<file path="src/rtl/vga_timing_gen_if.sv">
// Video timing bundle between vga_timing_gen and its consumer.
// master: the timing generator (drives syncs/counters/address, reads iColor).
// slave:  the pixel source / display side (drives iColor, observes the rest).
//   iColor          3-bit pixel colour for the current address
//   oHs/oVs         horizontal / vertical sync
//   oRGB            gated colour, zero during blanking
//   oDisplayEnable  high during active video
//   oColumn/oRow    current raster position
//   oColorAddress   linear frame-buffer address
//   oLineStart      one-pixel pulse at column 0
//   oFrameStart     one-pixel pulse at column 0, row 0
interface vga_timing_gen_if #(
   parameter int ADDR_W = 19
);
   logic [2:0]        iColor;
   logic              oHs;
   logic              oVs;
   logic [2:0]        oRGB;
   logic              oDisplayEnable;
   logic [15:0]       oColumn;
   logic [15:0]       oRow;
   logic [ADDR_W-1:0] oColorAddress;
   logic              oLineStart;
   logic              oFrameStart;

   modport master (
      input  iColor,
      output oHs, oVs, oRGB, oDisplayEnable, oColumn, oRow,
             oColorAddress, oLineStart, oFrameStart
   );

   modport slave (
      output iColor,
      input  oHs, oVs, oRGB, oDisplayEnable, oColumn, oRow,
             oColorAddress, oLineStart, oFrameStart
   );
endinterface

</file>
<file path="src/rtl/vga_timing_gen.sv">
// VGA raster timing generator: pixel divider, column/row counters, syncs, gated RGB, frame-buffer address.
// Latency: every output updates in the Clock cycle after the pixel-tick edge; all outputs mutually aligned.
// Backpressure: none; free-running raster, outputs held constant between pixel ticks.
// Ports:
//   Clock  single system clock, rising edge
//   Reset  synchronous, active-low
//   vga    vga_timing_gen_if.master (iColor in; syncs, enable, RGB, position, address, start pulses out)
module vga_timing_gen #(
   parameter int H_ACTIVE = 640,
   parameter int H_FP     = 16,
   parameter int H_SYNC   = 96,
   parameter int H_BP     = 48,
   parameter int V_ACTIVE = 480,
   parameter int V_FP     = 10,
   parameter int V_SYNC   = 2,
   parameter int V_BP     = 33,
   parameter bit HS_POL   = 1'b0,
   parameter bit VS_POL   = 1'b0,
   parameter int CLK_DIV  = 2,
   parameter int ADDR_W   = 19
) (
   input  logic Clock,
   input  logic Reset,
   vga_timing_gen_if.master vga
);

   localparam int H_TOTAL = H_ACTIVE + H_FP + H_SYNC + H_BP;
   localparam int V_TOTAL = V_ACTIVE + V_FP + V_SYNC + V_BP;

   localparam logic [15:0] H_LAST = 16'(H_TOTAL - 1);
   localparam logic [15:0] V_LAST = 16'(V_TOTAL - 1);
   localparam logic [15:0] H_ACT  = 16'(H_ACTIVE);
   localparam logic [15:0] V_ACT  = 16'(V_ACTIVE);
   localparam logic [15:0] HS_BEG = 16'(H_ACTIVE + H_FP);
   localparam logic [15:0] HS_END = 16'(H_ACTIVE + H_FP + H_SYNC);
   localparam logic [15:0] VS_BEG = 16'(V_ACTIVE + V_FP);
   localparam logic [15:0] VS_END = 16'(V_ACTIVE + V_FP + V_SYNC);
   localparam logic [4:0]  DIV_LAST = 5'(CLK_DIV - 1);

   // column/row hold the position that the *next* tick will present on the
   // outputs; the registered oColumn/oRow trail them by one pixel.  This way
   // the first tick after reset presents row 0 / column 0.
   logic [4:0]  divCnt;
   logic [15:0] column;
   logic [15:0] row;

   logic pixTick;
   logic colWrap;
   logic rowWrap;
   logic hActive;
   logic vActive;
   logic hSync;
   logic vSync;
   logic frameOrigin;

   always_comb begin
      pixTick     = (divCnt == DIV_LAST);
      colWrap     = (column == H_LAST);
      rowWrap     = (row == V_LAST);
      hActive     = (column < H_ACT);
      vActive     = (row < V_ACT);
      hSync       = (column >= HS_BEG) && (column < HS_END);
      vSync       = (row >= VS_BEG) && (row < VS_END);
      frameOrigin = (column == 16'd0) && (row == 16'd0);
   end

   always_ff @(posedge Clock) begin
      if (!Reset) begin
         divCnt             <= '0;
         column             <= '0;
         row                <= '0;
         vga.oColumn        <= '0;
         vga.oRow           <= '0;
         vga.oHs            <= ~HS_POL;
         vga.oVs            <= ~VS_POL;
         vga.oDisplayEnable <= 1'b0;
         vga.oRGB           <= 3'b000;
         vga.oColorAddress  <= '0;
         vga.oLineStart     <= 1'b0;
         vga.oFrameStart    <= 1'b0;
      end else begin
         divCnt <= pixTick ? 5'd0 : divCnt + 5'd1;

         if (pixTick) begin
            column <= colWrap ? 16'd0 : column + 16'd1;
            if (colWrap) begin
               row <= rowWrap ? 16'd0 : row + 16'd1;
            end

            vga.oColumn        <= column;
            vga.oRow           <= row;
            vga.oHs            <= hSync ? HS_POL : ~HS_POL;
            // vSync only moves when row moves, which happens as column
            // returns to 0, so oVs can only change at column 0.
            vga.oVs            <= vSync ? VS_POL : ~VS_POL;
            vga.oDisplayEnable <= hActive && vActive;
            vga.oRGB           <= (hActive && vActive) ? vga.iColor : 3'b000;
            vga.oLineStart     <= (column == 16'd0);
            vga.oFrameStart    <= frameOrigin;

            // Incremental address: row*H_ACTIVE+column without a multiplier.
            // The last active pixel of a row is followed by blanking (held),
            // so the first pixel of the next row lands on the +1 value.
            if (frameOrigin) begin
               vga.oColorAddress <= '0;
            end else if (hActive && vActive) begin
               vga.oColorAddress <= vga.oColorAddress + ADDR_W'(1);
            end
         end
      end
   end

endmodule

</file>
<file path="src/flat_wrapper.sv">
// flat-port wrapper written by rule: the top's interface ports become plain ports
module vga_timing_gen_flat 
#(
   parameter int H_ACTIVE = 640,
   parameter int H_FP     = 16,
   parameter int H_SYNC   = 96,
   parameter int H_BP     = 48,
   parameter int V_ACTIVE = 480,
   parameter int V_FP     = 10,
   parameter int V_SYNC   = 2,
   parameter int V_BP     = 33,
   parameter bit HS_POL   = 1'b0,
   parameter bit VS_POL   = 1'b0,
   parameter int CLK_DIV  = 2,
   parameter int ADDR_W   = 19
)
  (Clock, Reset, vga_iColor, vga_oHs, vga_oVs, vga_oRGB, vga_oDisplayEnable, vga_oColumn, vga_oRow, vga_oColorAddress, vga_oLineStart, vga_oFrameStart);
  vga_timing_gen_if #(.ADDR_W(ADDR_W)) vga_i ();
  input  logic Clock;
  input  logic Reset;
  input wire logic [$bits(vga_i.iColor)-1:0] vga_iColor;
  output wire logic [$bits(vga_i.oHs)-1:0] vga_oHs;
  output wire logic [$bits(vga_i.oVs)-1:0] vga_oVs;
  output wire logic [$bits(vga_i.oRGB)-1:0] vga_oRGB;
  output wire logic [$bits(vga_i.oDisplayEnable)-1:0] vga_oDisplayEnable;
  output wire logic [$bits(vga_i.oColumn)-1:0] vga_oColumn;
  output wire logic [$bits(vga_i.oRow)-1:0] vga_oRow;
  output wire logic [$bits(vga_i.oColorAddress)-1:0] vga_oColorAddress;
  output wire logic [$bits(vga_i.oLineStart)-1:0] vga_oLineStart;
  output wire logic [$bits(vga_i.oFrameStart)-1:0] vga_oFrameStart;
  assign vga_i.iColor = vga_iColor;
  assign vga_oHs = vga_i.oHs;
  assign vga_oVs = vga_i.oVs;
  assign vga_oRGB = vga_i.oRGB;
  assign vga_oDisplayEnable = vga_i.oDisplayEnable;
  assign vga_oColumn = vga_i.oColumn;
  assign vga_oRow = vga_i.oRow;
  assign vga_oColorAddress = vga_i.oColorAddress;
  assign vga_oLineStart = vga_i.oLineStart;
  assign vga_oFrameStart = vga_i.oFrameStart;
  vga_timing_gen #(.H_ACTIVE(H_ACTIVE), .H_FP(H_FP), .H_SYNC(H_SYNC), .H_BP(H_BP), .V_ACTIVE(V_ACTIVE), .V_FP(V_FP), .V_SYNC(V_SYNC), .V_BP(V_BP), .HS_POL(HS_POL), .VS_POL(VS_POL), .CLK_DIV(CLK_DIV), .ADDR_W(ADDR_W)) u_core (.Clock(Clock), .Reset(Reset), .vga(vga_i));
endmodule
</file>
<file path="config.mk">
export PLATFORM = sky130hd
export DESIGN_NAME = vga_timing_gen_flat
export DESIGN_NICKNAME = d
export VERILOG_FILES = /design/src/rtl/vga_timing_gen_if.sv /design/src/rtl/vga_timing_gen.sv /design/src/flat_wrapper.sv
export SDC_FILE = /design/constraint.sdc
export NUM_CORES = 1
export LEC_CHECK = 0
export ABC_AREA = 1
export CAP_MARGIN = 15
export CORE_AREA = 3 3 98 100
export CTS_CLUSTER_SIZE = 24
export DETAILED_ROUTE_END_ITERATION = 10
export DIE_AREA = 0 0 101 103
export HOLD_SLACK_MARGIN = 0.06
export PLACE_DENSITY = 0.78
export SLEW_MARGIN = 20
export SYNTH_ARGS = -nofsm -noshare
export SYNTH_HDL_FRONTEND = slang
export SYNTH_SLANG_ARGS = --single-unit
</file>
<file path="constraint.sdc">
create_clock -name Clock -period 1.7 [get_ports Clock]
set_clock_uncertainty 0.05 [all_clocks]
set_input_delay 0.17 -clock Clock [delete_from_list [all_inputs] [get_ports Clock]]
set_output_delay 0.17 -clock Clock [all_outputs]
set_load 0.03 [all_outputs]
</file>
Yosys cells after proc, flatten, opt, wreduce, memory -nomap -nowiden. Cells that the tools add are included.

Add/sub/neg operators: 4. Magnitude comparators: 6. Equality and inequality tests: 3. Multiplexer cells: 7. Bitwise operators: 1. Reduce and logical (&&, ||, !) cells: 10.

Operators with widths (count): $mux 19 (2); $add 16x1->16 const B (2); $eq 16x10->1 const B (2); $logic_not 16->1 (2); $lt 16x10->1 const B (2); $lt 16x9->1 const B (2); $mux 16 (2); $add 19x1->19 const B (1); $ge 16x10->1 const B (1); $ge 16x9->1 const B (1); $add 5x1->5 const B (1); $eq 5x1->1 const B (1); $logic_and 1x1->1 (4); $reduce_and 2->1 (2); $mux 3 (1); $mux 1 (2); $reduce_bool 2->1 (1); $reduce_or 2->1 (1); $not 1->1 (1).

Flip-flop bits (word level): 96. Output and inout port bits: 59.

Depth between registers and ports, before layout.
Depth after elaboration: 4. Depth in mapped cells: 11.

Worst setup path after synthesis. Ideal clock, no wire load.

Kind: reg-to-reg. Start: register u_core.vga.oColorAddress[0] (netlist name). End: register u_core.vga.oColorAddress[8] (netlist name). Library setup time: 70 ps. Data arrival time: 1670 ps. Data required time: 1580 ps. Path slack: -90 ps. Cell stages (with the launch flop): 7. Buffers on the path: 0. Clock period less this slack: 1790 ps. Cell sequence: dfxtp_1 -> ha_1 -> nand3_1 -> nor3_1 -> xor2_1 -> nand3_2 -> a21oi_2.

Cells in the longest elaborated chain, start to end: 3.

Ends and longest elaborated chain: from (decl) (RTL line vga_timing_gen_if.sv:29) `oColorAddress, oLineStart, oFrameStart`; from (signal assigned) (RTL line vga_timing_gen.sv:107) `vga.oColorAddress <= vga.oColorAddress + ADDR_W'(1);`; $add 19x1->19 (RTL line vga_timing_gen.sv:107); $mux 19 (RTL line vga_timing_gen.sv:106) `end else if (hActive && vActive) begin`; $mux 19 (RTL line vga_timing_gen.sv:104) `if (frameOrigin) begin`.

No other way between the ends. The select of a mux whose other input is x is not followed. A chain may end at the register's enable or synchronous reset.

Worst setup path after layout.
Start: register u_core.column[0]. End: register u_core.vga.oColorAddress[17] (netlist name).

Cells in the longest elaborated chain, start to end: 4.

Ends and longest elaborated chain: from (decl) (RTL line vga_timing_gen.sv:44) `logic [15:0] column;`; from (signal assigned) (RTL line vga_timing_gen.sv:85) `column <= colWrap ? 16'd0 : column + 16'd1;`; $lt 16x10->1 or $logic_not 16->1 (tied branches) (RTL line vga_timing_gen.sv:60, vga_timing_gen.sv:64); $logic_and 1x1->1 (on tied branches) (RTL line vga_timing_gen.sv:106, vga_timing_gen.sv:64); $reduce_bool 2->1 (no source line); $reduce_and 2->1 (no source line).

Parallel ways exist; a longest one is shown, timed or not.

==> impl_results.md <==
- Die height: 103 um
- Routed vias/inst: 5.42
- Die Wd: 101 um
- Largest net degree at the start of global routing: 22
- Setup CP Type: flop to flop
- Placed inst area: 5720 um^2
- Overall Global Routing Usage: 0.235
- Critical Path RT: 1.92 ns
- Routed length per instance: 14.4 um
- Slew HR: 0.754
- Core outline area: 8760 um^2
- Io pins: 64
- Startpoint Class: flop
- Fmax achieved: 593 MHz
- Num CTS Buffers: 9
- Crit Path Max Fanout: 5
- Comb power frac: 0.162
- First-pass GRT wire length: 19900 um
- Net Switching: 1.34 mW
- Post-synth cell types: 39
- Syn Nets: 674
- Avg Synthesized Cell Area: 7.21 um^2
- HP Class: input pin to flop
- Clk sinks: 96
- Setup-failing EPs final: 0
- Fin crit period: 1.69 ns
- Synth Cell Area: 4770 um^2
- Outcome: complete, no violations
- RSZ-0062 raised after global routing: yes
- Area added between synthesis and finish: 30.3%
- Initial antenna violation count: 0
- Fin. Hold Viols: 0
- Post-DP HPWL: 8960 um
- Int Power: 3.11 mW
- Row Count: 34
- CP endpoint kind: flop
- GP Congestion: 0.968
- Layout cells sized above 1: 0.228
- Cell Pwr Density: 716 nW/um^2
- Vias in the first global route: 4404
- Routed WL: 12700 um
- Congestion Overflow GR: 0
- H-tree levels: 3
- Port Buffers: 63
- Flop pwr share: 0.523
- CTS tree: done
- Initial core utilization: 0.544
- Final Power: 4.45 mW
- N_diodes: 0
- Hold-fix buffer count after cts: 0
- Clock-pin slew on the worst setup and hold paths: 0.10 ns
- Total Nets Final: 782
- Slew Limit Fails: 0
- Static leakage: 2.50 nW
- Synth warn: 0
- CP arrival: 1.90 ns
- Clock network power share: 0.315
- Post-Layout Inst Area: 6220 um^2
- Tightest Pin Transition: 0.366 ns
- Gate count after technology mapping: 662
- Initial drt markers: 306
- Worst vdd ir: 0.429 mV
- Placed Cells: 855
- MaxCap Viol Count: 0
- TritonRoute pass-1 iters: 5
- Synth Register Bits: 96
- Register area share after synthesis: 0.403
- Switching part of the total power: 0.301
- Final cell count without fillers: 883
- Most frequent cells in the layout: nand2_1 (150), dfxtp_1 (81), nor2_1 (79)
- Die ar.: 10400 um^2
- Clock Tree Root: clkbuf_8
- Worst-Skew Late Latency: 0.37 ns
- Routed Antenna Nets: 0
- DR vias: 4783
- Crit share post-route: 0.992
- Drc violations: 0
- Commonest non-fill, non-tap cell in the layout: nand2_1
- Max Root-Sink Buffers: 2
[worst paths after layout]
check	from	endpoint	slack, ns	cells after the start
min reg2reg	u_core.vga.oRow[3]	u_core.vga.oRow[3]	0.40	2
max reg2reg	u_core.column[0]	u_core.vga.oColorAddress[17]	0.01	11
max	u_core.column[0]	u_core.vga.oColorAddress[17]	0.01	11
min	vga_iColor[2]	u_core.vga.oRGB[2]	0.32	3
[registers in the layout, indices dropped and copies added (netlist names)]
signal,count
u_core.divCnt,5
u_core.vga.oRow,16
u_core.column,16
u_core.vga.oColumn,16
u_core.row,16
u_core.vga.oRGB,3
u_core.vga.oFrameStart,1
u_core.vga.oHs,1
u_core.vga.oColorAddress,19
u_core.vga.oDisplayEnable,1
u_core.vga.oLineStart,1
u_core.vga.oVs,1
[metrics by stage]
step                      hold WS [ns]  TNS (ns)  utilization  worst slack [ns]
after floorplan                  0.266         0            -            0.0567
after global placement           0.380   -0.0304        0.653           -0.0160
after detailed placement         0.384    -0.225        0.653           -0.0564
after CTS                        0.318         0        0.674          0.000142
after global routing             0.344     -1.01        0.709           -0.0726
final                            0.322         0        0.709            0.0138
[routing by layer]
metal	vias up	part of all wire	GRT usage
li1	2365	-	-
met1	2221	0.43	0.299
met2	177	0.50	0.407
met3	20	0.056	0.0304
met4	0	0.017	0.0879
met5	-	0	0
[kinds of logic after synthesis]
kind of cell	count (synthesis)	synth area share
adder cells (fa/ha/maj)	7	0.0184
AO/OA/AOI/OAI	94	0.109
flip-flops	96	0.403
XOR/XNOR	22	0.0404
AND/OR/NAND/NOR	362	0.354
buffers and inverters	81	0.0758
[worst max-delay path, stage by stage (launching register included)]
cell,delay (ns)
dfxtp_2,0.36
inv_1,0.08
ha_2,0.19
nand3_2,0.11
nor2_2,0.14
nand2_1,0.11
nor2_4,0.15
nand2_1,0.09
nand2_2,0.12
nand3_1,0.09
nand2_1,0.07
nor2_1,0.03
[power by group through the flow]
stage / Clock, mW / Sequential [mW] / Combinational (mW)
after global placement: 0 / 2.37 / 0.582
after global routing: 1.51 / 2.33 / 0.767
final: 1.40 / 2.33 / 0.718
after floorplan: 0 / 2.42 / 0.349
after detailed placement: 0 / 2.38 / 0.596
after CTS: 1.42 / 2.32 / 0.606
[cell usage after synthesis, drive strengths merged]
cell type	instances	share of area
nor3	23	0.026
ha	7	0.018
nand3b	2	0.0031
inv	65	0.053
dfxtp	96	0.40
clkinv	1	0.00079
a22o	1	0.0018
xor2	15	0.028
or2	1	0.0013
nor2	102	0.095
o22ai	2	0.0026
a21oi	42	0.052
nand3	59	0.077
buf	11	0.019
o21ai	47	0.049
o211a	1	0.0021
and2	1	0.0013
clkbuf	4	0.0031
a31oi	1	0.0013
nand4	13	0.018
nand2	161	0.13
xnor2	7	0.013
[timing repair]
action / CTS / global route
gates resized for setup: 18 / 73
endpoints found under the setup margin: 28 / 78
pin swaps: 1 / 16
gates cloned: 0 / 1
buffers inserted: 1 / 10
[cell type report]
type,instances,area [um^2]
sequential,96,1940
fill,717,2550
inverter,66,265
timing repair inverter,1,5.00
clock buffer,9,124
timing repair buffer,111,1020
tap,108,135
multi-input combinational,485,2680
clock inverter,7,55.1
Power figures use the tool's default switching activity.
